--- src/rtl/ulpi_reg_init.sv ---
// Power-up sequencer for the ULPI register-access block: writes Function Control and
// OTG Control, reads Function Control back to verify it, and retries or times out accesses.
// state      | meaning
// WAIT_READY | register block not usable yet, or POR delay still running
// ISSUE      | one-cycle REG_EN strobe for the current step
// WAIT_RESP  | waiting for REG_DONE / REG_FAIL, or for the timeout
// VERIFY     | compare the latched readback with FUNC_CTRL_VAL
// DONE       | sequence verified; waiting for START
// ERROR      | sequence aborted; ERR_CODE holds the cause
module ulpi_reg_init #(
    parameter logic [7:0]  FUNC_CTRL_VAL  = 8'h45,
    parameter logic [7:0]  OTG_CTRL_VAL   = 8'h00,
    parameter logic [15:0] POR_DELAY      = 16'd600,
    parameter logic [15:0] TIMEOUT_CYCLES = 16'd1023,
    parameter logic [3:0]  MAX_RETRY      = 4'd3
) (
    input  logic       CLK_60M,
    input  logic       NRST_A_USB,
    input  logic       START,
    input  logic       READY,
    input  logic       REG_DONE,
    input  logic       REG_FAIL,
    input  logic [7:0] REG_DATA_O,
    output logic       REG_EN,
    output logic       REG_RW,
    output logic [5:0] REG_ADDR,
    output logic [7:0] REG_DATA_I,
    output logic       INIT_DONE,
    output logic       INIT_ERR,
    output logic [1:0] ERR_CODE,
    output logic [7:0] READBACK
);

    typedef enum logic [2:0] {
        WAIT_READY,
        ISSUE,
        WAIT_RESP,
        VERIFY,
        DONE,
        ERROR
    } state_t;

    state_t      state, state_nxt;
    logic [1:0]  step, step_nxt;
    logic [3:0]  retry, retry_nxt, retry_inc;
    logic [15:0] cnt, cnt_nxt, cnt_inc;
    logic [1:0]  err_code, err_nxt;
    logic [7:0]  readback, readback_nxt;

    always_ff @(posedge CLK_60M or negedge NRST_A_USB) begin
        if (!NRST_A_USB) begin
            state    <= WAIT_READY;
            step     <= 2'd0;
            retry    <= 4'd0;
            cnt      <= 16'd0;
            err_code <= 2'b00;
            readback <= 8'h00;
        end else begin
            state    <= state_nxt;
            step     <= step_nxt;
            retry    <= retry_nxt;
            cnt      <= cnt_nxt;
            err_code <= err_nxt;
            readback <= readback_nxt;
        end
    end

    always_comb begin
        state_nxt    = state;
        step_nxt     = step;
        retry_nxt    = retry;
        cnt_nxt      = cnt;
        err_nxt      = err_code;
        readback_nxt = readback;
        retry_inc    = (retry == MAX_RETRY) ? retry : retry + 4'd1;
        cnt_inc      = (cnt == 16'hFFFF) ? cnt : cnt + 16'd1;

        case (state)
            WAIT_READY: begin
                if (!READY) begin
                    cnt_nxt = 16'd0;
                end else if (cnt == POR_DELAY - 16'd1) begin
                    cnt_nxt   = 16'd0;
                    state_nxt = ISSUE;
                end else begin
                    cnt_nxt = cnt_inc;
                end
            end
            ISSUE: begin
                cnt_nxt   = 16'd0;
                state_nxt = WAIT_RESP;
            end
            WAIT_RESP: begin
                cnt_nxt = cnt_inc;
                if (!READY) begin
                    cnt_nxt   = 16'd0;
                    step_nxt  = 2'd0;
                    retry_nxt = 4'd0;
                    state_nxt = WAIT_READY;
                end else if (REG_FAIL) begin
                    retry_nxt = retry_inc;
                    if (retry_inc == MAX_RETRY) begin
                        err_nxt   = 2'b01;
                        state_nxt = ERROR;
                    end else begin
                        state_nxt = ISSUE;
                    end
                end else if (REG_DONE) begin
                    retry_nxt = 4'd0;
                    if (step == 2'd2) begin
                        readback_nxt = REG_DATA_O;
                        state_nxt    = VERIFY;
                    end else begin
                        step_nxt  = step + 2'd1;
                        state_nxt = ISSUE;
                    end
                // counter hits TIMEOUT_CYCLES-1 as it steps, so ERROR lands TIMEOUT_CYCLES after ISSUE
                end else if (cnt_inc == TIMEOUT_CYCLES - 16'd1) begin
                    err_nxt   = 2'b10;
                    state_nxt = ERROR;
                end
            end
            VERIFY: begin
                if (readback == FUNC_CTRL_VAL) begin
                    state_nxt = DONE;
                end else begin
                    err_nxt   = 2'b11;
                    state_nxt = ERROR;
                end
            end
            DONE, ERROR: begin
                if (START) begin
                    err_nxt   = 2'b00;
                    step_nxt  = 2'd0;
                    retry_nxt = 4'd0;
                    cnt_nxt   = 16'd0;
                    state_nxt = ISSUE;
                end
            end
            default: state_nxt = WAIT_READY;
        endcase
    end

    // Access fields are only driven while an access is in flight, so reset leaves them at 0.
    always_comb begin
        REG_RW     = 1'b0;
        REG_ADDR   = 6'h00;
        REG_DATA_I = 8'h00;
        if (state == ISSUE || state == WAIT_RESP) begin
            case (step)
                2'd0: begin
                    REG_RW     = 1'b1;
                    REG_ADDR   = 6'h04;
                    REG_DATA_I = FUNC_CTRL_VAL;
                end
                2'd1: begin
                    REG_RW     = 1'b1;
                    REG_ADDR   = 6'h0A;
                    REG_DATA_I = OTG_CTRL_VAL;
                end
                default: begin
                    REG_RW     = 1'b0;
                    REG_ADDR   = 6'h04;
                    REG_DATA_I = 8'h00;
                end
            endcase
        end
    end

    assign REG_EN    = (state == ISSUE);
    assign INIT_DONE = (state == DONE);
    assign INIT_ERR  = (state == ERROR);
    assign ERR_CODE  = err_code;
    assign READBACK  = readback;

endmodule

--- config.mk ---
export PLATFORM = sky130hd
export DESIGN_NAME = ulpi_reg_init
export DESIGN_NICKNAME = d
export VERILOG_FILES = /design/src/rtl/ulpi_reg_init.sv
export SDC_FILE = /design/constraint.sdc
export NUM_CORES = 1
export LEC_CHECK = 0
export BUFFER_PORTS_ARGS = -buffer_cell sky130_fd_sc_hd__buf_4
export CAP_MARGIN = 5
export CORE_MARGIN = 2
export CORE_UTILIZATION = 35
export CTS_CLUSTER_DIAMETER = 80
export DETAILED_ROUTE_END_ITERATION = 6
export GPL_ROUTABILITY_DRIVEN = 0
export PLACE_DENSITY = 0.5
export SYNTH_ARGS = -nofsm -noshare
export SYNTH_HDL_FRONTEND = slang
export SYNTH_SLANG_ARGS = --single-unit
--- constraint.sdc ---
create_clock -name CLK_60M -period 4.4 [get_ports CLK_60M]
set_input_delay 0.44 -clock CLK_60M [delete_from_list [all_inputs] [get_ports CLK_60M]]
set_output_delay 0.44 -clock CLK_60M [all_outputs]
set_load 0.02 [all_outputs]
==> results of run 1 <==
## power breakdown
group	switching (W)	total, W	leakage, nW	internal [W]
Combinational	0.000341	0.000600	0.626	0.000259
Clock	0.000132	0.000242	0.0402	0.000110
Sequential	0.0000859	0.000467	0.477	0.000382
Total	0.000559	0.00131	1.14	0.000751
## cells in the mapped netlist (3+ instances only)
cell type	count
clkbuf_1	14
ha_1	5
nor4b_1	3
a31oi_1	4
nand4_1	8
buf_2	4
dfrtp_1	35
mux2_2	9
and2_1	3
a21oi_1	20
nor4_1	4
mux2i_1	4
or3_1	3
nor2b_1	8
nor3_1	8
nor2_1	24
inv_1	7
buf_4	13
o21ai_0	26
nand3_1	11
nand2_1	22
nand2b_1	4
## stage by stage
step           utilization (%)  instances
2_1_floorplan                -        294
3_3_place_gp              39.4        393
3_5_place_dp              39.4        393
4_1_cts                   40.8        401
5_1_grt                   40.8        401
6_report                  40.8        401
## worst paths after layout
path	cells past startpoint	endpoint
worst max-delay path	7	ERR_CODE[0]$_DFFE_PN0P_
worst min-delay path	1	READBACK[4]$_DFFE_PN0P_
worst max register to register	7	ERR_CODE[0]$_DFFE_PN0P_
worst min register to register	1	ERR_CODE[0]$_DFFE_PN0P_
max in group asynchronous	1	retry[3]$_DFFE_PN0P_
min in group CLK_60M	2	state[2]$_DFFE_PN0P_
## layout by cell type, fill, tap and decap left out, types with 5 or more instances in the layout
cell	n
nand4_1	8
a21oi_1	20
inv_1	7
buf_4	36
nor2b_1	8
mux2_2	9
ha_1	5
conb_1	8
nand3_1	11
nor3_1	8
nor2_1	24
o21ai_0	26
dfrtp_1	35
clkbuf_8	5
nand2_1	22
## critical path: stages, from the launching register on
cell	delay (ns)
dfrtp_1	0.52
nand4_2	0.31
or3_1	0.46
or3_4	0.40
a2111oi_4	0.36
or4b_1	0.49
a31oi_2	0.24
mux2_1	0.33
## area by class of cell
| class | instances | area, um2 |
|---|---|---|
| Fill cell | 708 | 4030 |
| Multi-Input combinational cell | 219 | 1390 |
| Sequential cell | 35 | 876 |
| Timing Repair Buffer | 36 | 270 |
| Tap cell | 96 | 120 |
| Clock buffer | 5 | 68.8 |
| Inverter | 7 | 26.3 |
| Clock inverter | 3 | 20.0 |
## kinds of logic after synthesis
| group | after synthesis | share of synthesized area [%] |
|---|---|---|
| XOR/XNOR | 3 | 1.07 |
| AO/OA/AOI/OAI | 75 | 20.1 |
| multiplexers | 15 | 6.69 |
| other | 1 | 0.153 |
| adder cells (fa/ha/maj) | 5 | 2.55 |
| buffers and inverters | 40 | 8.68 |
| AND/OR/NAND/NOR | 113 | 25.0 |
| flip-flops | 35 | 35.8 |
## metal layers
| layer | global-route usage, % | up-vias | share of wire (%) | wire length [um] |
|---|---|---|---|---|
| li1 | - | 1060 | - | - |
| met3 | 3.11 | 13 | 4.7 | 272 |
| met5 | 0 | - | 0 | 0 |
| met1 | 20.5 | 1010 | 46 | 2690 |
| met4 | 7.13 | 0 | 2.5 | 144 |
| met2 | 26.7 | 54 | 46 | 2690 |
## sequential cells by signal, indices dropped and copies added (netlist names)
register,flops
ERR_CODE,2
READBACK,8
cnt,16
step,2
state,3
retry,4
==> metrics.yaml, run 1 <==
clock_network:
  clockBufferDepth: 2
  root_buffer: "clkbuf_8"
  clkLatencyLatePin_ns: 0.30
  post_cts.repair.setup_buffers: 0
  htreeDepth: 2
  tritoncts: "built"
  cts_resized: 0
  clock-sinks: 35
  cts_buffers: 5
  clk_pin_slew_worst_paths_ns: 0.08
  cts_hold_buf: 0
place:
  dp_hpwl_um: 4190
  pre_cts_slack_ns: 1.21
  post_dp_cell_area_um2: 2680
  io_buffer_count: 33
timing:
  setup_slack_ns: 1.17
  finalMaxSlewViolations: 0
  holdWs_ns: 0.0865
  setup_tns_ns: 0
  fin_crit_ns: 3.23
  fmax_mhz: 309
  finalSetupViolations: 0
  relSlewSlack_pct: 49.3
  finClkSkew_ns: 0.00605
  rsz0062_at_grt: "false"
  hold_viol: 0
  worst_pin_slew_ns: 0.754
  period_share_pct: 73.5
detailed_routing:
  wl_per_cell_um: 14.4
  routed_wl_um: 5790
  antenna_left: 0
  viasPerCell: 5.33
  dr.first_iter.drc_count: 62
  route.detailed.drc: 0
  vias: 2137
  drt_pass1_iterations: 5
synthesis:
  syn-cell-area_um2: 2450
  avgSynthCellArea_um2: 8.54
  yosys.area.top_type: "dfrtp_1"
  synthCells: 287
  yosysSeqAreaShare_pct: 35.8
  synth_cell_types: 60
  ys_seq_elements: 35
  yosysWarnings: 0
  synthArstFlopShare_pct: 100
  synth_edf_count: 0
  synth_top_area_share_pct: 35.8
  synth_ff_type: "dfrtp_1"
  synthTopCellsByArea: "dfrtp_1, o21ai_0, mux2_2, a21oi_1, buf_4"
worst_setup_path:
  setup.worst_path.end_class: "register"
  rrSetupSlack_ns: 1.17
  reg2reg_from: "cnt[3]$_DFFE_PN0P_"
  cp-startpoint: "cnt[3]$_DFFE_PN0P_"
  cp.arrival_ns: 3.42
  critical_path.max_fanout: 11
  critical_path_class: "reg2reg"
  worstPathRequired_ns: 4.58
  start_kind: "register"
grt:
  grt_pass1_vias: 1994
  antenna_found_initial: 0
  grt_overflow: 0
  grt_pass1_wl_um: 9650
  grt_max_degree: 36
  grt_use_total_pct: 16.1
run:
  cap_viol_max_count: 0
power_and_ir_drop:
  max-vdd-ir-drop_v: 0.000173
  leakage_nw: 1.14
  finalPower_w: 0.00131
  p_per_area_nw_per_um2: 473
layout:
  num-nets-final: 323
  antenna_cells: 0
  areaGrowthSynthToFinish_pct: 13.0
  final_cell_area_um2: 2770
  layout-drive-gt1-share_pct: 20.0
floorplan:
  ios: 42
  start_util_pct: 36.1
  die_w_um: 87.7
  core_area_um2: 6790
  die_h_um: 87.7
  rows: 30
  die-area_um2: 7690
hold_path:
  hold_path.class: "in2async"
status:
  outcome: "completed"
(Power assumes the default switching activity.)
==> inputs of run 2 (changes only) <==
PLACE_DENSITY = 0.52   (was 0.5)
clock period = 2.7 ns   (was 4.4 ns; I/O delays follow)
==> metrics.yaml, run 2 (same netlist as run 1, synthesis figures left out) <==
clock_network:
  clockBufferDepth: 2
  clkLatencyLatePin_ns: 0.29
  clock-sinks: 35
  cts_buffers: 5
  root_buffer: "clkbuf_8"
  tritoncts: "built"
  clk_pin_slew_worst_paths_ns: 0.08
  htreeDepth: 2
worst_setup_path:
  rrSetupSlack_ns: -0.05
  cp.arrival_ns: 2.92
  critical_path.max_fanout: 6
  cp_slowest_cell: "or4b_4"
  crit_chain: "buf_6 > nand4_1 > buf_4 > nor3_4 > or3_4 > a2111oi_4 > or4b_4 > a31oi_4 > mux2_4"
  setup.worst_path.end: "ERR_CODE[1]$_DFFE_PN0P_"
  cp-startpoint: "cnt[8]$_DFFE_PN0P_"
  cp_slowest_stage_delay_ns: 0.51
  cp_top_family: "simple AND/OR/NAND/NOR gates"
  setup.worst_path.end_class: "register"
  start_kind: "register"
  worstPathRequired_ns: 2.87
  r2r_end: "ERR_CODE[1]$_DFFE_PN0P_"
  worstSetupPathDepth: 9
  path_buf_inv: 2
  critical_path_class: "reg2reg"
  reg2reg_from: "cnt[8]$_DFFE_PN0P_"
  rr_worst_depth: 9
place:
  dp_hpwl_um: 4560
  post_dp_cell_area_um2: 2990
  io_buffer_count: 33
floorplan:
  start_util_pct: 36.1
  rows: 30
  ios: 42
  die_w_um: 87.7
  die_h_um: 87.7
  die-area_um2: 7690
  core_area_um2: 6790
detailed_routing:
  wl_per_cell_um: 14.2
  dr.first_iter.drc_count: 101
  routed_wl_um: 6360
  drt_pass1_iterations: 5
  route.detailed.drc: 0
  viasPerCell: 5.16
  antenna_left: 0
  vias: 2305
timing:
  holdWs_ns: 0.182
  finalSetupViolations: 2
  worst_pin_slew_ns: 0.769
  hold_viol: 0
  setup_slack_ns: -0.0471
  finClkSkew_ns: 0.00838
  relSlewSlack_pct: 48.3
  fmax_mhz: 364
  finalMaxSlewViolations: 0
  setup_tns_ns: -0.0885
  period_share_pct: 102
  rsz0062_at_grt: "true"
  fin_crit_ns: 2.75
grt:
  grt_use_total_pct: 17.3
  grt_pass1_vias: 2165
  grt_max_degree: 36
  grt_pass1_wl_um: 10500
  antenna_found_initial: 0
  grt_overflow: 0
layout:
  top_register: "cnt"
  final_cell_area_um2: 3260
  layout-drive-gt1-share_pct: 34.8
  layout_commonest_cell: "buf_4"
  largest_reg_flops: 16
  num-nets-final: 369
  antenna_cells: 0
  final_cell_mix: "buf_4, dfrtp_1, o21ai_0, nor2_1, nand2_1"
  areaGrowthSynthToFinish_pct: 33.0
status:
  violations: "setup timing"
  outcome: "complete, but fails checks"
run:
  cap_viol_max_count: 0
hold_path:
  hold_path.class: "in2reg"
power_and_ir_drop:
  p_per_area_nw_per_um2: 736
  finalPower_w: 0.00240
  max-vdd-ir-drop_v: 0.000298
  leakage_nw: 1.44
## run 2: cell count changes in the layout (fill, tap and decap cells not counted), moves of 2 or more
cell        previous run  this run
mux2_4                 0         2
clkinvlp_4             2         0
nand3_1               11         9
nor4_1                 4         2
buf_4                 36        80
dfrtp_1               35        32
dfrtp_2                0         3
mux2_1                 2         0
nand3_2                0         2
## run 2: cell type report
class,instances,area (um2)
Sequential cell,35,880
Clock buffer,5,68.8
Timing Repair Buffer,82,622
Fill cell,675,3540
Inverter,7,26.3
Multi-Input combinational cell,219,1500
Tap cell,96,120
Clock inverter,3,43.8
## run 2: timing repair
action,4_1_cts,5_1_grt
endpoints found under the hold margin,35,0
hold buffers,1,0
pin swaps,5,7
buffers inserted,4,3
gates resized for setup,9,12
endpoints found under the setup margin,2,5
## run 2: worst reg2reg max path: cells and delay by family, from the launching register on
family	cells	cell delay, ns
mux	1	0.32
flops	1	0.42
compound gates	2	0.52
buf+inv	2	0.29
simple gates	4	1.07
## run 2: per-stage QoR
| step | setup slack, ns | util, % | std cells |
|---|---|---|---|
| 6_report | -0.0471 | 48.0 | 447 |
| 5_1_grt | -0.124 | 48.0 | 447 |
| 4_1_cts | -0.0360 | 46.8 | 444 |
| 3_5_place_dp | -0.102 | 44.0 | 431 |
| 3_3_place_gp | -0.0522 | 44.0 | 431 |
| 2_1_floorplan | -0.0366 | - | 294 |
## run 2: worst min-delay path by stage
stage | cells after the start | end | start | slack, ns
6_report | 2 | state[2]$_DFFE_PN0P_ | START | 0.18
5_1_grt | 2 | state[2]$_DFFE_PN0P_ | START | 0.17
4_1_cts | 2 | state[2]$_DFFE_PN0P_ | START | 0.16
3_5_place_dp | 1 | READBACK[3]$_DFFE_PN0P_ | NRST_A_USB | 0.26
3_3_place_gp | 1 | READBACK[3]$_DFFE_PN0P_ | NRST_A_USB | 0.26
2_1_floorplan | 0 | ERR_CODE[0]$_DFFE_PN0P_ | NRST_A_USB | -0.03
## run 2: report_power, final
part           internal (W)  total [W]  switching (W)
clock network      0.000275   0.000485       0.000210
registers          0.000625   0.000735       0.000110
logic              0.000532    0.00118       0.000645
total               0.00143    0.00240       0.000965
## run 2: metal layers
metal / routed length, um / track usage (%) / part of all wire (%) / up-vias
li1: - / - / - / 1150
met1: 2920 / 22.6 / 46 / 1079
met2: 3030 / 28.8 / 48 / 67
met3: 335 / 3.68 / 5.3 / 9
met4: 79 / 5.31 / 1.2 / 0
met5: 0 / 0 / 0 / -
==> inputs of run 3 (changes only) <==
==> constraint.sdc (replaced) <==
create_clock -name CLK_60M -period 2.7 [get_ports CLK_60M]
set_input_delay 0.27 -clock CLK_60M [delete_from_list [all_inputs] [get_ports CLK_60M]]
set_output_delay 0.27 -clock CLK_60M [all_outputs]
set_load 0.05 [all_outputs]
==> metrics.yaml, run 3 (same netlist as run 1, synthesis figures left out) <==
place:
  dp_cells: 436
  dp_hpwl_um: 4700
  io_buffer_count: 33
detailed_routing:
  antenna_left: 0
  drt_pass1_iterations: 4
  routed_wl_um: 6400
  dr.first_iter.drc_count: 166
  vias: 2333
  viasPerCell: 5.21
  route.detailed.drc: 0
  wl_per_cell_um: 14.3
layout:
  areaGrowthSynthToFinish_pct: 31.7
  antenna_cells: 0
  top_register: "cnt"
  stdcell_count: 448
  layout_commonest_cell: "buf_4"
  multiInputGateArea_um2: 1460
  seqCellArea_um2: 876
  layout-drive-gt1-share_pct: 33.5
  final_cell_mix: "buf_4, dfrtp_1, o21ai_0, nor2_1, nand2_1"
  final_util_pct: 47.5
  n_fill_cell: 669
  num-nets-final: 370
  largest_reg_flops: 16
grt:
  grt_max_degree: 36
  grt_overflow: 0
  grt_pass1_wl_um: 10300
  antenna_found_initial: 0
  grt_pass1_vias: 2146
  grt_use_total_pct: 17.0
timing:
  setup_slack_ns: -0.0958
  setup_tns_ns: -0.186
  hold_viol: 0
  finClkSkew_ns: 0.00671
  fmax_mhz: 358
  worst_pin_slew_ns: 0.765
  finalSetupViolations: 2
  fin_crit_ns: 2.80
  period_share_pct: 104
  rsz0062_at_grt: "true"
  finalMaxSlewViolations: 0
  relSlewSlack_pct: 48.5
clock_network:
  clockBufferDepth: 2
  clk_pin_slew_worst_paths_ns: 0.08
  clkLatencyLatePin_ns: 0.28
  cts_buffers: 5
  clock-sinks: 35
  htreeDepth: 2
  root_buffer: "clkbuf_8"
  tritoncts: "built"
hold_path:
  worstHoldStart: "START"
  hold_path.class: "in2reg"
worst_setup_path:
  setup.worst_path.end_class: "register"
  worstPathRequired_ns: 2.87
  critical_path.max_fanout: 7
  cp_slowest_cell: "or4b_4"
  cp-startpoint: "cnt[7]$_DFFE_PN0P_"
  start_kind: "register"
  cpMostUsedCell: "or3_4"
  crit_chain: "nand2_1 > or3_4 > or3_4 > a2111oi_4 > or4b_4 > a31oi_4 > mux2_4"
  cp_slowest_stage_delay_ns: 0.52
  reg2reg_from: "cnt[7]$_DFFE_PN0P_"
  critical_path_class: "reg2reg"
  path_buf_inv: 0
  cp_top_family: "simple AND/OR/NAND/NOR gates"
  cp.arrival_ns: 2.97
floorplan:
  ios: 42
  rows: 30
  die_w_um: 87.7
  start_util_pct: 36.1
  die-area_um2: 7690
  die_h_um: 87.7
  core_area_um2: 6790
power_and_ir_drop:
  p_per_area_nw_per_um2: 833
  leakage_nw: 1.42
  max-vdd-ir-drop_v: 0.000327
status:
  violations: "setup timing"
  outcome: "complete, but fails checks"
run:
  cap_viol_max_count: 0
run 3: power breakdown:
group / switching, W / internal (W)
logic: 0.000924 / 0.000524
registers: 0.000125 / 0.000622
clock network: 0.000193 / 0.000299
run 3: final timing paths:
path,slack [ns],cells past startpoint,endpoint
worst max-delay path,-0.1,7,ERR_CODE[1]$_DFFE_PN0P_
worst min-delay path,0.19,2,state[2]$_DFFE_PN0P_
worst max register to register,-0.1,7,ERR_CODE[1]$_DFFE_PN0P_
max in group asynchronous,1.88,2,cnt[14]$_DFFE_PN0P_
min in group asynchronous,0.48,2,READBACK[5]$_DFFE_PN0P_
worst min register to register,0.53,2,step[1]$_DFFE_PN0P_
run 3: layout make-up:
type                       instances  share of cell area (%)
multi-input combinational        219                    45.3
inverter                           7                   0.815
clock inverter                     2                    1.09
sequential                        35                    27.2
tap                               96                    3.72
timing repair buffer              83                    19.4
clock buffer                       6                    2.56
run 3: repair_timing:
action | CTS | global route
hold buffers | 1 | 0
endpoints found under the setup margin | 2 | 5
pin swaps | 2 | 0
endpoints found under the hold margin | 35 | 0
resized for setup | 6 | 3
setup buffers | 1 | 2
run 3: metrics by stage:
step                      area (um2)  hold WS (ns)  power, W  setup WS [ns]
final                           3230         0.193   0.00269        -0.0958
after global routing            3230         0.190   0.00285         -0.175
after CTS                       3190         0.182   0.00271        -0.0603
after detailed placement        3030         0.262   0.00216         -0.119
after global placement          3030         0.257   0.00215        -0.0665
after floorplan                 2530       -0.0256   0.00178        -0.0366
run 3: per-layer routing:
| layer | wire, um | share of wire [%] | track usage (%) |
|---|---|---|---|
| met1 | 3100 | 48 | 22.8 |
| met2 | 2870 | 45 | 26.9 |
| met3 | 329 | 5.1 | 3.58 |
| met4 | 97 | 1.5 | 6.29 |
| met5 | 0 | 0 | 0 |
run 3: worst reg2reg max path: stages (launching register included):
cell,delay [ns]
dfrtp_1,0.46
nand2_1,0.12
or3_4,0.38
or3_4,0.41
a2111oi_4,0.30
or4b_4,0.52
a31oi_4,0.19
mux2_4,0.32
